`src/rtl/counter_bus_pkg.sv`:
```
// Shared register map, status codes and state encoding for the counter sequencer.
package counter_bus_pkg;
  localparam logic [1:0] ADDR_LOAD  = 2'd0;
  localparam logic [1:0] ADDR_LIMIT = 2'd1;
  localparam logic [1:0] ADDR_CTRL  = 2'd2;
  localparam logic [1:0] ADDR_COUNT = 2'd3;

  localparam int CTRL_DIR = 0;
  localparam int CTRL_EN  = 1;

  typedef enum logic [1:0] {
    ST_OK      = 2'b00,
    ST_DEVERR  = 2'b01,
    ST_TIMEOUT = 2'b10
  } status_t;

  typedef enum logic [3:0] {
    S_IDLE, S_WR_LOAD, S_WR_LIMIT, S_WR_CTRL, S_GAP, S_START,
    S_WAIT_EC, S_RD, S_CAP, S_RSP, S_WR_ABORT
  } state_t;

  typedef struct packed {
    logic       wr;
    logic [1:0] a;
    logic [7:0] d;
  } bus_req_t;

  function automatic logic [7:0] ctrl_word(input logic en, input logic dir);
    ctrl_word           = '0;
    ctrl_word[CTRL_EN]  = en;
    ctrl_word[CTRL_DIR] = dir;
  endfunction
endpackage

```
`src/rtl/counter_seq_ctrl_if.sv`:
```
// Command/response channel plus counter bus pins; master = sequencer, slave = environment.
interface counter_seq_ctrl_if;
  logic       cmd_valid, cmd_ready;
  logic [7:0] cmd_load, cmd_limit;
  logic       cmd_dir;
  logic       rsp_valid, rsp_ready;
  logic [7:0] rsp_count;
  logic [1:0] rsp_status;
  logic       busy;
  logic       ncs, nwr, nrd;
  logic [1:0] a;
  logic [7:0] din;
  logic       start;
  logic [7:0] dout, count;
  logic       ec, err;

  modport master (
    input  cmd_valid, cmd_load, cmd_limit, cmd_dir, rsp_ready, dout, count, ec, err,
    output cmd_ready, rsp_valid, rsp_count, rsp_status, busy, ncs, nwr, nrd, a, din, start
  );
  modport slave (
    output cmd_valid, cmd_load, cmd_limit, cmd_dir, rsp_ready, dout, count, ec, err,
    input  cmd_ready, rsp_valid, rsp_count, rsp_status, busy, ncs, nwr, nrd, a, din, start
  );
endinterface

```
`src/rtl/ctr_bus_master.sv`:
```
// One registered bus access followed by one idle gap cycle; done is high during the gap.
module ctr_bus_master
  import counter_bus_pkg::*;
(
  input  logic       clk,
  input  logic       rst,
  input  logic       go,
  input  bus_req_t   req,
  output logic       ncs,
  output logic       nwr,
  output logic       nrd,
  output logic [1:0] a,
  output logic [7:0] din,
  output logic       done
);
  typedef enum logic [1:0] {M_IDLE, M_ACC, M_GAP} phase_t;
  phase_t phase;

  always_ff @(posedge clk) begin
    if (rst) begin
      ncs   <= 1'b1;
      nwr   <= 1'b1;
      nrd   <= 1'b1;
      a     <= '0;
      din   <= '0;
      phase <= M_IDLE;
    end else if (go) begin
      ncs   <= 1'b0;
      nwr   <= ~req.wr;
      nrd   <= req.wr;
      a     <= req.a;
      din   <= req.d;
      phase <= M_ACC;
    end else if (phase == M_ACC) begin
      ncs   <= 1'b1;
      nwr   <= 1'b1;
      nrd   <= 1'b1;
      phase <= M_GAP;
    end else begin
      phase <= M_IDLE;
    end
  end

  assign done = (phase == M_GAP);
endmodule

```
`src/rtl/counter_seq_ctrl.sv`:
```
// Programs the counter, starts it, waits for end-of-count (or error/timeout) and reports.
module counter_seq_ctrl
  import counter_bus_pkg::*;
#(
  parameter int TIMEOUT_CYCLES = 1024
) (
  input logic               clk,
  input logic               rst,
  counter_seq_ctrl_if.master bus
);
  localparam int TW = $clog2(TIMEOUT_CYCLES);

  state_t      state, gap_next;
  logic [7:0]  load_q, limit_q;
  logic        dir_q;
  logic [TW-1:0] tcnt;
  logic        start_q, rsp_valid_q;
  logic [7:0]  rsp_count_q;
  status_t     rsp_status_q;
  logic        go, done, timeout, abort;
  bus_req_t    req;

  assign timeout = (tcnt == TW'(TIMEOUT_CYCLES - 1));
  assign abort   = bus.err || (!bus.ec && timeout);

  // Requests are issued in the cycle before the access so the pins stay registered.
  always_comb begin
    go  = 1'b0;
    req = '{wr: 1'b1, a: ADDR_LOAD, d: 8'h00};
    case (state)
      S_IDLE: if (bus.cmd_valid) begin
        go  = 1'b1;
        req = '{wr: 1'b1, a: ADDR_LOAD, d: bus.cmd_load};
      end
      S_GAP: if (done && gap_next == S_WR_LIMIT) begin
        go  = 1'b1;
        req = '{wr: 1'b1, a: ADDR_LIMIT, d: limit_q};
      end else if (done && gap_next == S_WR_CTRL) begin
        go  = 1'b1;
        req = '{wr: 1'b1, a: ADDR_CTRL, d: ctrl_word(1'b1, dir_q)};
      end
      S_WAIT_EC: if (abort) begin
        go  = 1'b1;
        req = '{wr: 1'b1, a: ADDR_CTRL, d: 8'h00};
      end else if (bus.ec) begin
        go  = 1'b1;
        req = '{wr: 1'b0, a: ADDR_COUNT, d: 8'h00};
      end
      default: ;
    endcase
  end

  ctr_bus_master u_bus (
    .clk  (clk),
    .rst  (rst),
    .go   (go),
    .req  (req),
    .ncs  (bus.ncs),
    .nwr  (bus.nwr),
    .nrd  (bus.nrd),
    .a    (bus.a),
    .din  (bus.din),
    .done (done)
  );

  always_ff @(posedge clk) begin
    if (rst) begin
      state        <= S_IDLE;
      gap_next     <= S_IDLE;
      load_q       <= '0;
      limit_q      <= '0;
      dir_q        <= 1'b0;
      tcnt         <= '0;
      start_q      <= 1'b0;
      rsp_valid_q  <= 1'b0;
      rsp_count_q  <= '0;
      rsp_status_q <= ST_OK;
    end else begin
      start_q <= 1'b0;
      case (state)
        S_IDLE: if (bus.cmd_valid) begin
          load_q  <= bus.cmd_load;
          limit_q <= bus.cmd_limit;
          dir_q   <= bus.cmd_dir;
          state   <= S_WR_LOAD;
        end
        S_WR_LOAD:  begin state <= S_GAP; gap_next <= S_WR_LIMIT; end
        S_WR_LIMIT: begin state <= S_GAP; gap_next <= S_WR_CTRL;  end
        S_WR_CTRL:  begin state <= S_GAP; gap_next <= S_START;    end
        S_WR_ABORT: begin state <= S_GAP; gap_next <= S_RSP;      end
        S_GAP: if (done) begin
          state <= gap_next;
          if (gap_next == S_START) start_q <= 1'b1;
          if (gap_next == S_RSP)   rsp_valid_q <= 1'b1;
        end
        S_START: begin
          tcnt  <= '0;
          state <= S_WAIT_EC;
        end
        S_WAIT_EC: begin
          if (bus.err) begin
            rsp_status_q <= ST_DEVERR;
            rsp_count_q  <= bus.count;
            state        <= S_WR_ABORT;
          end else if (bus.ec) begin
            rsp_status_q <= ST_OK;
            state        <= S_RD;
          end else if (timeout) begin
            rsp_status_q <= ST_TIMEOUT;
            rsp_count_q  <= bus.count;
            state        <= S_WR_ABORT;
          end else begin
            tcnt <= tcnt + 1'b1;
          end
        end
        S_RD: state <= S_CAP;
        S_CAP: begin
          rsp_count_q <= bus.dout;
          rsp_valid_q <= 1'b1;
          state       <= S_RSP;
        end
        S_RSP: if (bus.rsp_ready) begin
          rsp_valid_q <= 1'b0;
          state       <= S_IDLE;
        end
        default: state <= S_IDLE;
      endcase
    end
  end

  assign bus.cmd_ready  = !rst && (state == S_IDLE);
  assign bus.busy       = (state != S_IDLE);
  assign bus.start      = start_q;
  assign bus.rsp_valid  = rsp_valid_q;
  assign bus.rsp_count  = rsp_count_q;
  assign bus.rsp_status = rsp_status_q;
endmodule
```
`src/flat_wrapper.sv`:
```
// flat-port wrapper written by rule: the top's interface ports become plain ports
module counter_seq_ctrl_flat import counter_bus_pkg::*;
#(
  parameter int TIMEOUT_CYCLES = 1024
)
  (clk, rst, bus_cmd_valid, bus_cmd_load, bus_cmd_limit, bus_cmd_dir, bus_rsp_ready, bus_dout, bus_count, bus_ec, bus_err, bus_cmd_ready, bus_rsp_valid, bus_rsp_count, bus_rsp_status, bus_busy, bus_ncs, bus_nwr, bus_nrd, bus_a, bus_din, bus_start);
  counter_seq_ctrl_if bus_i ();
  input logic clk;
  input logic rst;
  input wire logic [$bits(bus_i.cmd_valid)-1:0] bus_cmd_valid;
  input wire logic [$bits(bus_i.cmd_load)-1:0] bus_cmd_load;
  input wire logic [$bits(bus_i.cmd_limit)-1:0] bus_cmd_limit;
  input wire logic [$bits(bus_i.cmd_dir)-1:0] bus_cmd_dir;
  input wire logic [$bits(bus_i.rsp_ready)-1:0] bus_rsp_ready;
  input wire logic [$bits(bus_i.dout)-1:0] bus_dout;
  input wire logic [$bits(bus_i.count)-1:0] bus_count;
  input wire logic [$bits(bus_i.ec)-1:0] bus_ec;
  input wire logic [$bits(bus_i.err)-1:0] bus_err;
  output wire logic [$bits(bus_i.cmd_ready)-1:0] bus_cmd_ready;
  output wire logic [$bits(bus_i.rsp_valid)-1:0] bus_rsp_valid;
  output wire logic [$bits(bus_i.rsp_count)-1:0] bus_rsp_count;
  output wire logic [$bits(bus_i.rsp_status)-1:0] bus_rsp_status;
  output wire logic [$bits(bus_i.busy)-1:0] bus_busy;
  output wire logic [$bits(bus_i.ncs)-1:0] bus_ncs;
  output wire logic [$bits(bus_i.nwr)-1:0] bus_nwr;
  output wire logic [$bits(bus_i.nrd)-1:0] bus_nrd;
  output wire logic [$bits(bus_i.a)-1:0] bus_a;
  output wire logic [$bits(bus_i.din)-1:0] bus_din;
  output wire logic [$bits(bus_i.start)-1:0] bus_start;
  assign bus_i.cmd_valid = bus_cmd_valid;
  assign bus_i.cmd_load = bus_cmd_load;
  assign bus_i.cmd_limit = bus_cmd_limit;
  assign bus_i.cmd_dir = bus_cmd_dir;
  assign bus_i.rsp_ready = bus_rsp_ready;
  assign bus_i.dout = bus_dout;
  assign bus_i.count = bus_count;
  assign bus_i.ec = bus_ec;
  assign bus_i.err = bus_err;
  assign bus_cmd_ready = bus_i.cmd_ready;
  assign bus_rsp_valid = bus_i.rsp_valid;
  assign bus_rsp_count = bus_i.rsp_count;
  assign bus_rsp_status = bus_i.rsp_status;
  assign bus_busy = bus_i.busy;
  assign bus_ncs = bus_i.ncs;
  assign bus_nwr = bus_i.nwr;
  assign bus_nrd = bus_i.nrd;
  assign bus_a = bus_i.a;
  assign bus_din = bus_i.din;
  assign bus_start = bus_i.start;
  counter_seq_ctrl #(.TIMEOUT_CYCLES(TIMEOUT_CYCLES)) u_core (.clk(clk), .rst(rst), .bus(bus_i));
endmodule
```
`config.mk`:
```
export PLATFORM = sky130hd
export DESIGN_NAME = counter_seq_ctrl_flat
export DESIGN_NICKNAME = d
export VERILOG_FILES = /design/src/rtl/counter_bus_pkg.sv /design/src/rtl/counter_seq_ctrl_if.sv /design/src/rtl/ctr_bus_master.sv /design/src/rtl/counter_seq_ctrl.sv /design/src/flat_wrapper.sv
export SDC_FILE = /design/constraint.sdc
export NUM_CORES = 1
export LEC_CHECK = 0
export ABC_AREA = 1
export ABC_CLOCK_PERIOD_IN_PS = 3400
export BUFFER_PORTS_ARGS = -buffer_cell sky130_fd_sc_hd__buf_2
export CORE_MARGIN = 5
export CORE_UTILIZATION = 38
export DETAILED_ROUTE_END_ITERATION = 8
export HOLD_SLACK_MARGIN = 0.06
export PLACE_DENSITY_LB_ADDON = 0.05
export SETUP_SLACK_MARGIN = 0.5
export SYNTH_ARGS = -nofsm -noshare
export SYNTH_HDL_FRONTEND = slang
export SYNTH_SLANG_ARGS = --single-unit
```
`constraint.sdc`:
```
create_clock -name clk -period 3.4 [get_ports clk]
set_input_delay 0.68 -clock clk [delete_from_list [all_inputs] [get_ports clk]]
set_output_delay 0.68 -clock clk [all_outputs]
set_load 0.01 [all_outputs]
```
==> impl_metrics.py, run 1 <==
metrics = {
    "finish": {
        "final_layout_size_suffix_gt1_frac": 0.202,
        "final_common_cell": "nand2_1",
        "layout.cells.most_common_list": "nand2_1, buf_2, nor2_1",
        "antennaDiodeCount": 0,
        "syn_to_final_growth_pct": 18.2,
        "final_net_count": 510,
    },
    "timing": {
        "slew_hr": 0.624,
        "finalMaxSlewViolations": 0,
        "fin_crit_sh": 0.669,
        "timing.final.crit_period_ns": 2.27,
        "totalNegativeSetupSlack_ns": 0,
        "max_freq_ghz": 0.440,
        "rsz0062_at_grt": "no",
        "setup_violations": 0,
        "fin_worst_skew_ns": 0.00980,
        "hold_viol": 0,
        "worst_slew_pin_slew_ns": 0.564,
    },
    "die": {
        "floorplan.initialDensity": 0.391,
        "die_w_um": 93.8,
        "ioPinCount": 66,
        "num_rows": 30,
        "die_area_um2": 8800,
        "die_height_um": 93.8,
        "core_region_area_um2": 6830,
    },
    "setup_path": {
        "critical-path-slowest-cell": "nor2_2",
        "cp_data_arrival_time_ns": 1.59,
        "cp-start-kind": "flip-flop",
        "worst-endpoint-required_ns": 2.72,
        "critical_path.endpoint_type": "output pin",
        "timing_worst_setup_path_type": "reg2out",
        "path_cells": "nor2_2 > nand2_1 > nor2_1 > buf_2",
        "cp_max_fo": 15,
        "cpPeakStageDelay_ns": 0.48,
    },
    "synthesis": {
        "synth_area_leader_cell": "dfxtp_1",
        "mappedNetlistNets": 446,
        "yosys_warning_total": 0,
        "portion_of_the_post_synthesis_area_used_by_sequential_elements": 0.405,
        "syn_inst": 406,
        "synth-seq-cells": 54,
        "synth.top_cells.by_area": "dfxtp_1, nand2_1, nor2_1, nand3_1, o21ai_0",
        "syn_area_um2": 2670,
        "syn_avg_cell_area_um2": 6.58,
        "synth_cell_types": 32,
        "synth.top_cell.area_share": 0.405,
    },
    "hold_path": {
        "hold_path_class": "reg2reg",
    },
    "clock_tree": {
        "cts_max_level": 2,
        "clk_pin_slew_worst_paths_ns": 0.10,
        "cts_sinks": 54,
        "number_of_buffers_inserted_by_hold_repair_at_cts": 0,
        "clock_tree.buffer_depth": 2,
        "worstSkewPairLatency_ns": 0.31,
        "post_cts_resize_count": 0,
        "tritoncts": "yes",
        "cts_root_buffer": "clkbuf_8",
        "postCtsSetupBuffers": 0,
        "tritoncts_buffers": 5,
    },
    "routing": {
        "routed_wl_um": 6970,
        "dr_total_vias": 2649,
        "drt-wirelength-per-cell_um": 12.3,
        "drt_pass1_iterations": 4,
        "drt-vias-per-instance": 4.68,
        "first_iter_violations": 150,
        "drt_drc_violations_left": 0,
        "postRouteAntennaNets": 0,
    },
    "place": {
        "gp_congestion": 0.819,
        "portBuffers": 65,
        "detailed_place_hpwl_um": 5270,
    },
    "run": {
        "max_cap_violations": 0,
    },
    "pwr": {
        "ir_drop_v": 0.000190,
        "power.switching_fraction": 0.411,
        "p_switching_uw": 796,
        "report.power.total_uw": 1940,
        "combinational_share_of_power": 0.391,
        "power-per-cell-area_nw_per_um2": 614,
        "p_leak_uw": 0.00142,
        "part_of_the_total_power_dissipated_in_the_clock_network": 0.185,
        "power_report.internal_total_uw": 1140,
        "pwr-share-seq": 0.424,
    },
    "grt": {
        "vias_in_the_first_global_route": 2429,
        "initial_antenna_violation_count": 0,
        "gr-total-overflow": 0,
        "gr-usage-all-layers": 0.162,
        "grt_start_max_net_pins": 29,
        "grt_first_pass_wirelength_um": 11500,
    },
    "outcome": {
        "result_of_the_run": "completed",
    },
}
==> cells in the mapped netlist <==
cell,number
nand2_2,3
nand3_1,31
inv_2,7
nand3_2,2
or2_1,1
a21oi_1,26
buf_2,2
a22oi_1,2
o21ai_1,1
nand2_1,127
buf_6,2
a211o_1,1
nand4_1,4
o31ai_1,1
clkinv_1,1
nand2_4,2
nor2_2,5
nor2_4,2
nor2_1,56
nor4_1,1
o211ai_1,2
ha_1,1
nor3_1,1
xnor2_1,1
a21oi_4,1
nor3b_1,1
xor2_1,1
dfxtp_1,54
inv_1,31
o21ai_0,30
and2_1,1
clkbuf_1,5
==> area by class of cell <==
class                           count  area (um2)
Clock buffer                        5        68.8
Clock inverter                      2        15.0
Fill cell                         761        3680
Inverter                           39         146
Multi-Input combinational cell    304        1390
Sequential cell                    54        1080
Tap cell                           96         120
Timing Repair Buffer               66         333
==> layer usage <==
metal	wire, um	vias to the layer above	track usage	share of wire
li1	-	1422	-	-
met1	3170	1167	0.202	0.45
met2	3380	55	0.280	0.48
met3	373	5	0.0385	0.054
met4	54	0	0.0361	0.0077
met5	0	-	0	0
==> worst paths after layout <==
check                       from                  end  slack [ns]  cells past startpoint
max              u_core.state[0]        bus_cmd_ready        1.13                      4
min reg2reg  u_core.u_bus.din[3]  u_core.u_bus.din[3]        0.45                      2
max reg2reg      u_core.state[0]  u_core.u_bus.din[0]        1.15                      9
min          u_core.u_bus.din[3]  u_core.u_bus.din[3]        0.45                      2
==> state kept, by name (all words and copies together) (netlist names) <==
| register | count |
|---|---|
| u_core.u_bus.din | 8 |
| u_core.bus.rsp_count | 8 |
| u_core.u_bus.nwr | 1 |
| u_core.bus.rsp_status | 2 |
| u_core.gap_next | 4 |
| u_core.bus.rsp_valid | 1 |
| u_core.u_bus.nrd | 1 |
| u_core.u_bus.ncs | 1 |
| u_core.tcnt | 10 |
| u_core.u_bus.phase | 2 |
| u_core.u_bus.a | 2 |
| u_core.limit_q | 8 |
| u_core.bus.start | 1 |
| u_core.state | 4 |
| u_core.dir_q | 1 |
==> power by group through the flow <==
stage	combinational (uW)	clock, uW	sequential (uW)
3_5_place_dp	763	0	839
3_3_place_gp	760	0	836
5_1_grt	874	402	842
4_1_cts	767	373	823
6_report	758	358	821
2_1_floorplan	526	0	853
==> per-stage QoR <==
stage | setup slack (ns) | util | instances | hold WS [ns] | cell area [um2]
2_1_floorplan | 1.31 | - | 406 | 0.425 | 2670
3_3_place_gp | 1.21 | 0.450 | 559 | 0.436 | 3070
3_5_place_dp | 1.12 | 0.450 | 559 | 0.436 | 3070
4_1_cts | 1.09 | 0.462 | 566 | 0.457 | 3160
5_1_grt | 0.830 | 0.462 | 566 | 0.473 | 3160
6_report | 1.13 | 0.462 | 566 | 0.454 | 3160
==> kinds of logic after synthesis <==
group	after synthesis	synth area share
XOR/XNOR	2	0.00656
buffers and inverters	48	0.0740
flip-flops	54	0.405
adder cells (fa/ha/maj)	1	0.00469
AO/OA/AOI/OAI	64	0.130
AND/OR/NAND/NOR	237	0.380
==> critical path, delay by kind of cell, from the launching register on <==
| kind | cells | cell delay [ns] |
|---|---|---|
| buffers and inverters | 1 | 0.13 |
| AND/OR/NAND/NOR | 3 | 0.80 |
| flip-flops | 1 | 0.36 |
Power figures use the tool's default switching activity.
==> run 2, diff against run 1 <==
Settings changed: ABC_AREA 1 to 0, ABC_CLOCK_PERIOD_IN_PS 3400 to 2100.
Clock period 3.4 ns to 2.1 ns, I/O delays scaled along.
==> impl_metrics.py, run 2 <==
metrics = {
    "clock_tree": {
        "tritoncts_buffers": 5,
        "clock_tree.buffer_depth": 2,
        "tritoncts": "yes",
        "cts_sinks": 54,
        "cts_root_buffer": "clkbuf_8",
        "cts_max_level": 2,
        "clk_pin_slew_worst_paths_ns": 0.11,
        "worstSkewPairLatency_ns": 0.32,
    },
    "setup_path": {
        "reg2reg_setup_slack_ns": 0.26,
        "worst-endpoint-required_ns": 2.31,
        "cp.buffers_inverters": 2,
        "critical_path.endpoint_type": "flip-flop",
        "count_of_cells_along_the_worst_register_to_register_path": 6,
        "cp_data_arrival_time_ns": 2.05,
        "timing_worst_setup_path_type": "reg2reg",
        "cp_top_family": "simple AND/OR/NAND/NOR gates",
        "cpPeakStageDelay_ns": 0.57,
        "rr_endpoint": "u_core.u_bus.din[1]",
        "cp-start-kind": "flip-flop",
        "critical-path-slowest-cell": "or4b_4",
        "cp_max_fo": 7,
        "path_cells": "or4b_4 > or3_4 > o211ai_4 > buf_12 > buf_16 > o22ai_2",
        "timing.rr.start": "u_core.state[3]",
    },
    "synthesis": {
        "syn_area_um2": 2790,
        "postSynth.asyncResetShare": 0,
        "synth-seq-cells": 54,
        "post-synth-top-count-cell": "dfxtp_1",
        "synth.top_cells.by_area": "dfxtp_1, nand2_1, a21oi_1, o21ai_0, o221ai_1",
        "synth_cell_types": 64,
        "yosys-top-cells-count": "dfxtp_1, nand2_1, a21oi_1",
        "mappedNetlistNets": 372,
        "portion_of_the_post_synthesis_area_used_by_sequential_elements": 0.388,
        "yosys_warning_total": 0,
        "synth.top_cell.area_share": 0.388,
        "ys.flop_type": "dfxtp_1",
        "synth_area_leader_cell": "dfxtp_1",
        "syn_inst": 332,
        "synth_enable_flop_cells": 0,
        "syn_avg_cell_area_um2": 8.39,
    },
    "finish": {
        "final_layout_size_suffix_gt1_frac": 0.497,
        "final.fill_count": 657,
        "final_net_count": 480,
        "layout.cells.most_common_list": "buf_2, dfxtp_1, buf_4",
        "largest_register_ffs": 10,
        "post-route-util": 0.595,
        "final_area_um2": 4290,
        "max_flop_register": "u_core.tcnt",
        "antennaDiodeCount": 0,
        "syn_to_final_growth_pct": 54.0,
        "final_common_cell": "buf_2",
    },
    "place": {
        "detailed_place_hpwl_um": 5720,
        "placed_cell_area_um2": 3330,
        "pre_cts_slack_ns": 0.236,
        "gp_congestion": 0.817,
        "portBuffers": 65,
    },
    "grt": {
        "grt_start_max_net_pins": 21,
        "initial_antenna_violation_count": 0,
        "vias_in_the_first_global_route": 2886,
        "gr-total-overflow": 0,
        "gr-usage-all-layers": 0.189,
        "grt_first_pass_wirelength_um": 13700,
    },
    "die": {
        "die_height_um": 95.6,
        "num_rows": 31,
        "core_region_area_um2": 7210,
        "ioPinCount": 66,
        "die_w_um": 95.6,
        "die_area_um2": 9150,
        "floorplan.initialDensity": 0.386,
    },
    "pwr": {
        "part_of_the_total_power_dissipated_in_the_clock_network": 0.210,
        "power_report.internal_total_uw": 2280,
        "power-per-cell-area_nw_per_um2": 819,
        "ir_drop_v": 0.000406,
        "pwr-share-seq": 0.349,
        "power.switching_fraction": 0.351,
        "p_leak_uw": 0.00162,
        "p_switching_uw": 1230,
        "combinational_share_of_power": 0.442,
    },
    "timing": {
        "fin_worst_skew_ns": 0.00790,
        "hold_viol": 0,
        "timing.final.crit_period_ns": 1.84,
        "totalNegativeSetupSlack_ns": 0,
        "max_freq_ghz": 0.544,
        "fin_crit_sh": 0.875,
        "finalMaxSlewViolations": 0,
        "setup_violations": 0,
        "worst_slew_pin_slew_ns": 0.904,
        "rsz0062_at_grt": "yes",
        "setup_ws_ns": 0.262,
        "slew_hr": 0.397,
    },
    "routing": {
        "routed_wl_um": 9000,
        "first_iter_violations": 176,
        "dr_total_vias": 3035,
        "drt-vias-per-instance": 5.62,
        "postRouteAntennaNets": 0,
        "drt-wirelength-per-cell_um": 16.7,
        "drt_pass1_iterations": 5,
        "drt_drc_violations_left": 0,
    },
    "hold_path": {
        "hold_depth": 3,
        "hold_path.startpoint": "bus_cmd_limit[6]",
        "hold_path_class": "in2reg",
        "hold-path-endpoint": "u_core.limit_q[6]",
    },
    "run": {
        "max_cap_violations": 0,
    },
    "outcome": {
        "result_of_the_run": "completed",
    },
}
[run 2: repair_timing]
action                                  CTS  global route
buffers inserted                         22            18
endpoints found under the setup margin   37            44
cloned                                    2             1
hold buffers                              0             0
gates resized for setup                  50            70
pin swaps                                22            33
[run 2: how the worst max path moves through the flow]
| stage | cells past startpoint | to | from |
|---|---|---|---|
| 6_report | 6 | u_core.u_bus.din[1] | u_core.state[3] |
| 5_1_grt | 5 | u_core.u_bus.nwr | u_core.gap_next[3] |
| 4_1_cts | 5 | u_core.u_bus.nwr | u_core.gap_next[3] |
| 3_5_place_dp | 5 | u_core.bus.rsp_count[3] | rst |
| 3_3_place_gp | 6 | u_core.tcnt[7] | u_core.state[0] |
| 2_1_floorplan | 5 | u_core.u_bus.din[0] | u_core.u_bus.phase[1] |
[run 2: area by class of cell]
cell class | count | area (um2) | area share
clock buffers | 5 | 68.8 | 0.0160
clock inverters | 3 | 43.8 | 0.0102
inverters | 4 | 15.0 | 0.00350
multi-input cells | 246 | 1990 | 0.464
flip-flops and latches | 54 | 1100 | 0.258
well taps | 99 | 124 | 0.0289
repair buffers | 129 | 945 | 0.220
[run 2: per-layer routing]
| metal | global-route usage | part of all wire | routed length [um] | up-vias |
|---|---|---|---|---|
| met2 | 0.325 | 0.49 | 4420 | 95 |
| met5 | 0 | 0 | 0 | - |
| li1 | - | - | - | 1470 |
| met3 | 0.0450 | 0.060 | 536 | 23 |
| met1 | 0.231 | 0.43 | 3860 | 1447 |
| met4 | 0.0604 | 0.020 | 184 | 0 |
[run 2: stage by stage]
stage,cells,total power [uW],hold slack (ns)
after floorplan,332,1910,0.433
after detailed placement,489,2280,0.447
after global placement,489,2280,0.446
after global routing,540,3700,0.307
after CTS,521,3300,0.318
final,540,3510,0.321
[run 2: power groups by stage]
stage,Sequential [uW],Combinational [uW],Clock (uW)
after floorplan,1240,666,0
after global placement,1240,1050,0
after detailed placement,1240,1040,0
after CTS,1220,1320,759
after global routing,1240,1670,797
final,1230,1550,736
[run 2: kinds of logic (layout without fill, tap and decap cells)]
kind of cell    Yosys count  count (layout)  share of synthesized area
simple gates            125             125                      0.254
compound gates          115             115                      0.285
flops                    54              54                      0.388
buf+inv                  32             141                     0.0503
mux                       5               5                     0.0184
fa+ha+maj                 1               1                    0.00449
[run 2: worst register-to-register path, cell delays in order (launching register included)]
cell and delay (ns):
dfxtp_4 0.36, or4b_4 0.57, or3_4 0.37, o211ai_4 0.12, buf_12 0.14, buf_16 0.12, o22ai_2 0.06
==> run 3, diff against run 2 <==
Settings changed: GPL_ROUTABILITY_DRIVEN from default to 0, SYNTH_HIERARCHICAL from default to 1.
==> impl_metrics.py, run 3 <==
metrics = {
    "clock_tree": {
        "tritoncts_buffers": 5,
        "cts_root_buffer": "clkbuf_8",
        "cts_max_level": 2,
        "worstSkewPairLatency_ns": 0.32,
        "clock_tree.buffer_depth": 2,
        "tritoncts": "yes",
        "number_of_buffers_inserted_by_hold_repair_at_cts": 0,
        "clk_pin_slew_worst_paths_ns": 0.11,
        "cts_sinks": 54,
    },
    "timing": {
        "fin_crit_sh": 0.950,
        "setup_violations": 0,
        "max_freq_ghz": 0.501,
        "fin_worst_skew_ns": 0.00735,
        "rsz0062_at_grt": "yes",
        "finalMaxSlewViolations": 0,
        "hold_viol": 0,
        "slew_hr": 0.705,
        "timing.final.crit_period_ns": 1.99,
        "worst_slew_pin_slew_ns": 0.443,
    },
    "synthesis": {
        "yosys-top-cells-count": "dfxtp_1, nand2_1, nor2_1",
        "post-synth-top-count-cell": "dfxtp_1",
        "postSynth.asyncResetShare": 0,
        "syn_inst": 327,
        "synth.top_cell.area_share": 0.384,
        "yosys_warning_total": 6,
        "synth-seq-cells": 54,
        "syn_area_um2": 2810,
        "mappedNetlistNets": 367,
        "synth_cell_types": 54,
        "synth_enable_flop_cells": 0,
        "synth_area_leader_cell": "dfxtp_1",
        "portion_of_the_post_synthesis_area_used_by_sequential_elements": 0.384,
        "ys.flop_type": "dfxtp_1",
        "synth.top_cells.by_area": "dfxtp_1, mux2i_1, nand2_1, a21oi_1, nor2_1",
        "syn_avg_cell_area_um2": 8.60,
    },
    "hold_path": {
        "hold_depth": 3,
        "hold_path.startpoint": "bus_cmd_limit[6]",
        "hold-path-endpoint": "u_core/limit_q[6]",
        "hold_path_class": "in2reg",
    },
    "routing": {
        "routed_wl_um": 7880,
        "wl_met2_um": 3700,
        "postRouteAntennaNets": 0,
        "met1Wirelength_um": 3650,
        "drt-wirelength-per-cell_um": 15.0,
        "drt_drc_violations_left": 0,
        "dr_total_vias": 2754,
        "dr.max_layer_used": "met4",
        "met3_wire_length_um": 409,
        "drt_pass1_iterations": 4,
        "drt-vias-per-instance": 5.24,
        "first_iter_violations": 126,
    },
    "setup_path": {
        "rr_endpoint": "u_core/u_bus/din[6]",
        "cp_data_arrival_time_ns": 2.26,
        "worst-endpoint-required_ns": 2.36,
        "worst_path_most_repeated_cell": "or4b_4",
        "critical_path.endpoint_type": "flip-flop",
        "cpPeakStageDelay_ns": 0.53,
        "path_cells": "or4b_4 > or4b_4 > buf_6 > nor2_8 > a22o_1 > mux2i_1 > nor2_1",
        "cp-start-kind": "flip-flop",
        "reg2reg_setup_slack_ns": 0.11,
        "timing.rr.start": "u_core/state[0]",
        "cp_max_fo": 6,
        "timing_worst_setup_path_type": "reg2reg",
        "critical-path-slowest-cell": "or4b_4",
        "count_of_cells_along_the_worst_register_to_register_path": 7,
    },
    "finish": {
        "final_net_count": 466,
        "largest_register_ffs": 10,
        "final_cells": 526,
        "antennaDiodeCount": 0,
        "syn_to_final_growth_pct": 43.1,
        "final_common_cell": "buf_2",
        "final_area_um2": 4030,
        "max_flop_register": "u_core/tcnt",
        "final.fill_count": 694,
        "final_layout_size_suffix_gt1_frac": 0.424,
        "layout.cells.most_common_list": "buf_2, dfxtp_1, nand2_1",
    },
    "place": {
        "placed_cell_area_um2": 3370,
        "detailed_place_hpwl_um": 5230,
        "place_inst": 491,
        "portBuffers": 65,
    },
    "grt": {
        "gr-total-overflow": 0,
        "initial_antenna_violation_count": 0,
        "grt_first_pass_wirelength_um": 11900,
        "grt_start_max_net_pins": 25,
        "vias_in_the_first_global_route": 2424,
        "gr-usage-all-layers": 0.165,
    },
    "die": {
        "floorplan.initialDensity": 0.390,
        "ioPinCount": 66,
        "core_region_area_um2": 7210,
        "num_rows": 31,
        "die_area_um2": 9220,
        "die_height_um": 96.0,
        "die_w_um": 96.0,
    },
    "run": {
        "max_cap_violations": 0,
    },
    "pwr": {
        "p_leak_uw": 0.00163,
        "power-per-cell-area_nw_per_um2": 1020,
        "ir_drop_v": 0.000343,
        "report.power.total_uw": 4120,
    },
    "outcome": {
        "result_of_the_run": "completed",
    },
}
==> run 3: worst max-delay path, delay by kind of cell (launching register included) <==
| kind | cells | cell delay [ns] |
|---|---|---|
| simple gates | 4 | 1.22 |
| flops | 1 | 0.33 |
| compound gates | 1 | 0.17 |
| buf+inv | 1 | 0.15 |
| mux | 1 | 0.07 |
==> run 3: worst max-delay path by stage <==
stage / start / endpoint / slack, ns / cells past startpoint
2_1_floorplan: u_core/state[0] / u_core/u_bus/a[1] / 0.04 / 7
3_3_place_gp: u_core/state[1] / u_core/u_bus/din[7] / 0.12 / 7
3_5_place_dp: u_core/state[1] / u_core/u_bus/din[6] / 0.07 / 7
4_1_cts: u_core/state[0] / u_core/u_bus/din[6] / 0.1 / 7
5_1_grt: u_core/state[0] / u_core/u_bus/din[6] / -0.00004 / 7
6_report: u_core/state[0] / u_core/u_bus/din[6] / 0.11 / 7
==> run 3: per-stage QoR <==
step                hold slack [ns]  setup TNS [ns]   util  setup WS, ns
global placement              0.444               0  0.467         0.120
CTS                           0.317               0  0.513        0.0999
floorplan                     0.436               0      -        0.0368
global route                  0.332      -0.0000357  0.558    -0.0000357
detailed placement            0.451               0  0.467        0.0749
finish                        0.325               0  0.558         0.105
==> run 3: layer usage <==
layer,track usage,up-vias
li1,-,1389
met5,0,-
met2,0.262,66
met3,0.0328,8
met1,0.224,1291
met4,0.0498,0
==> run 3: cells by family after synthesis <==
group / count (synthesis) / share of synthesized area
XOR/XNOR: 1 / 0.00311
adder cells (fa/ha/maj): 1 / 0.00445
buffers and inverters: 26 / 0.0463
multiplexers: 29 / 0.107
AO/OA/AOI/OAI: 79 / 0.184
AND/OR/NAND/NOR: 137 / 0.271
flip-flops: 54 / 0.384
==> run 3: where the power goes <==
group | leakage [uW] | switching, uW | total (uW) | internal, uW
clock network | 0.0000587 | 371 | 733 | 362
registers | 0.000443 | 96.7 | 1290 | 1190
logic | 0.00113 | 1020 | 2100 | 1080
total | 0.00163 | 1490 | 4120 | 2630
==> run 3: repair_timing <==
action | in CTS | in global routing
resized for setup | 26 | 37
gates cloned | 0 | 1
buffers inserted | 11 | 15
endpoints found under the setup margin | 50 | 51
pin swaps | 15 | 18
==> run 3: final cells by class <==
cell class                      instances  area, um2  area share
Clock inverter                          3       47.5      0.0118
Clock buffer                            5       68.8      0.0171
Tap cell                               99        124      0.0308
Inverter                                5       18.8     0.00466
Sequential cell                        54       1090       0.272
Multi-Input combinational cell        247       1880       0.467
Timing Repair Buffer                  113        793       0.197
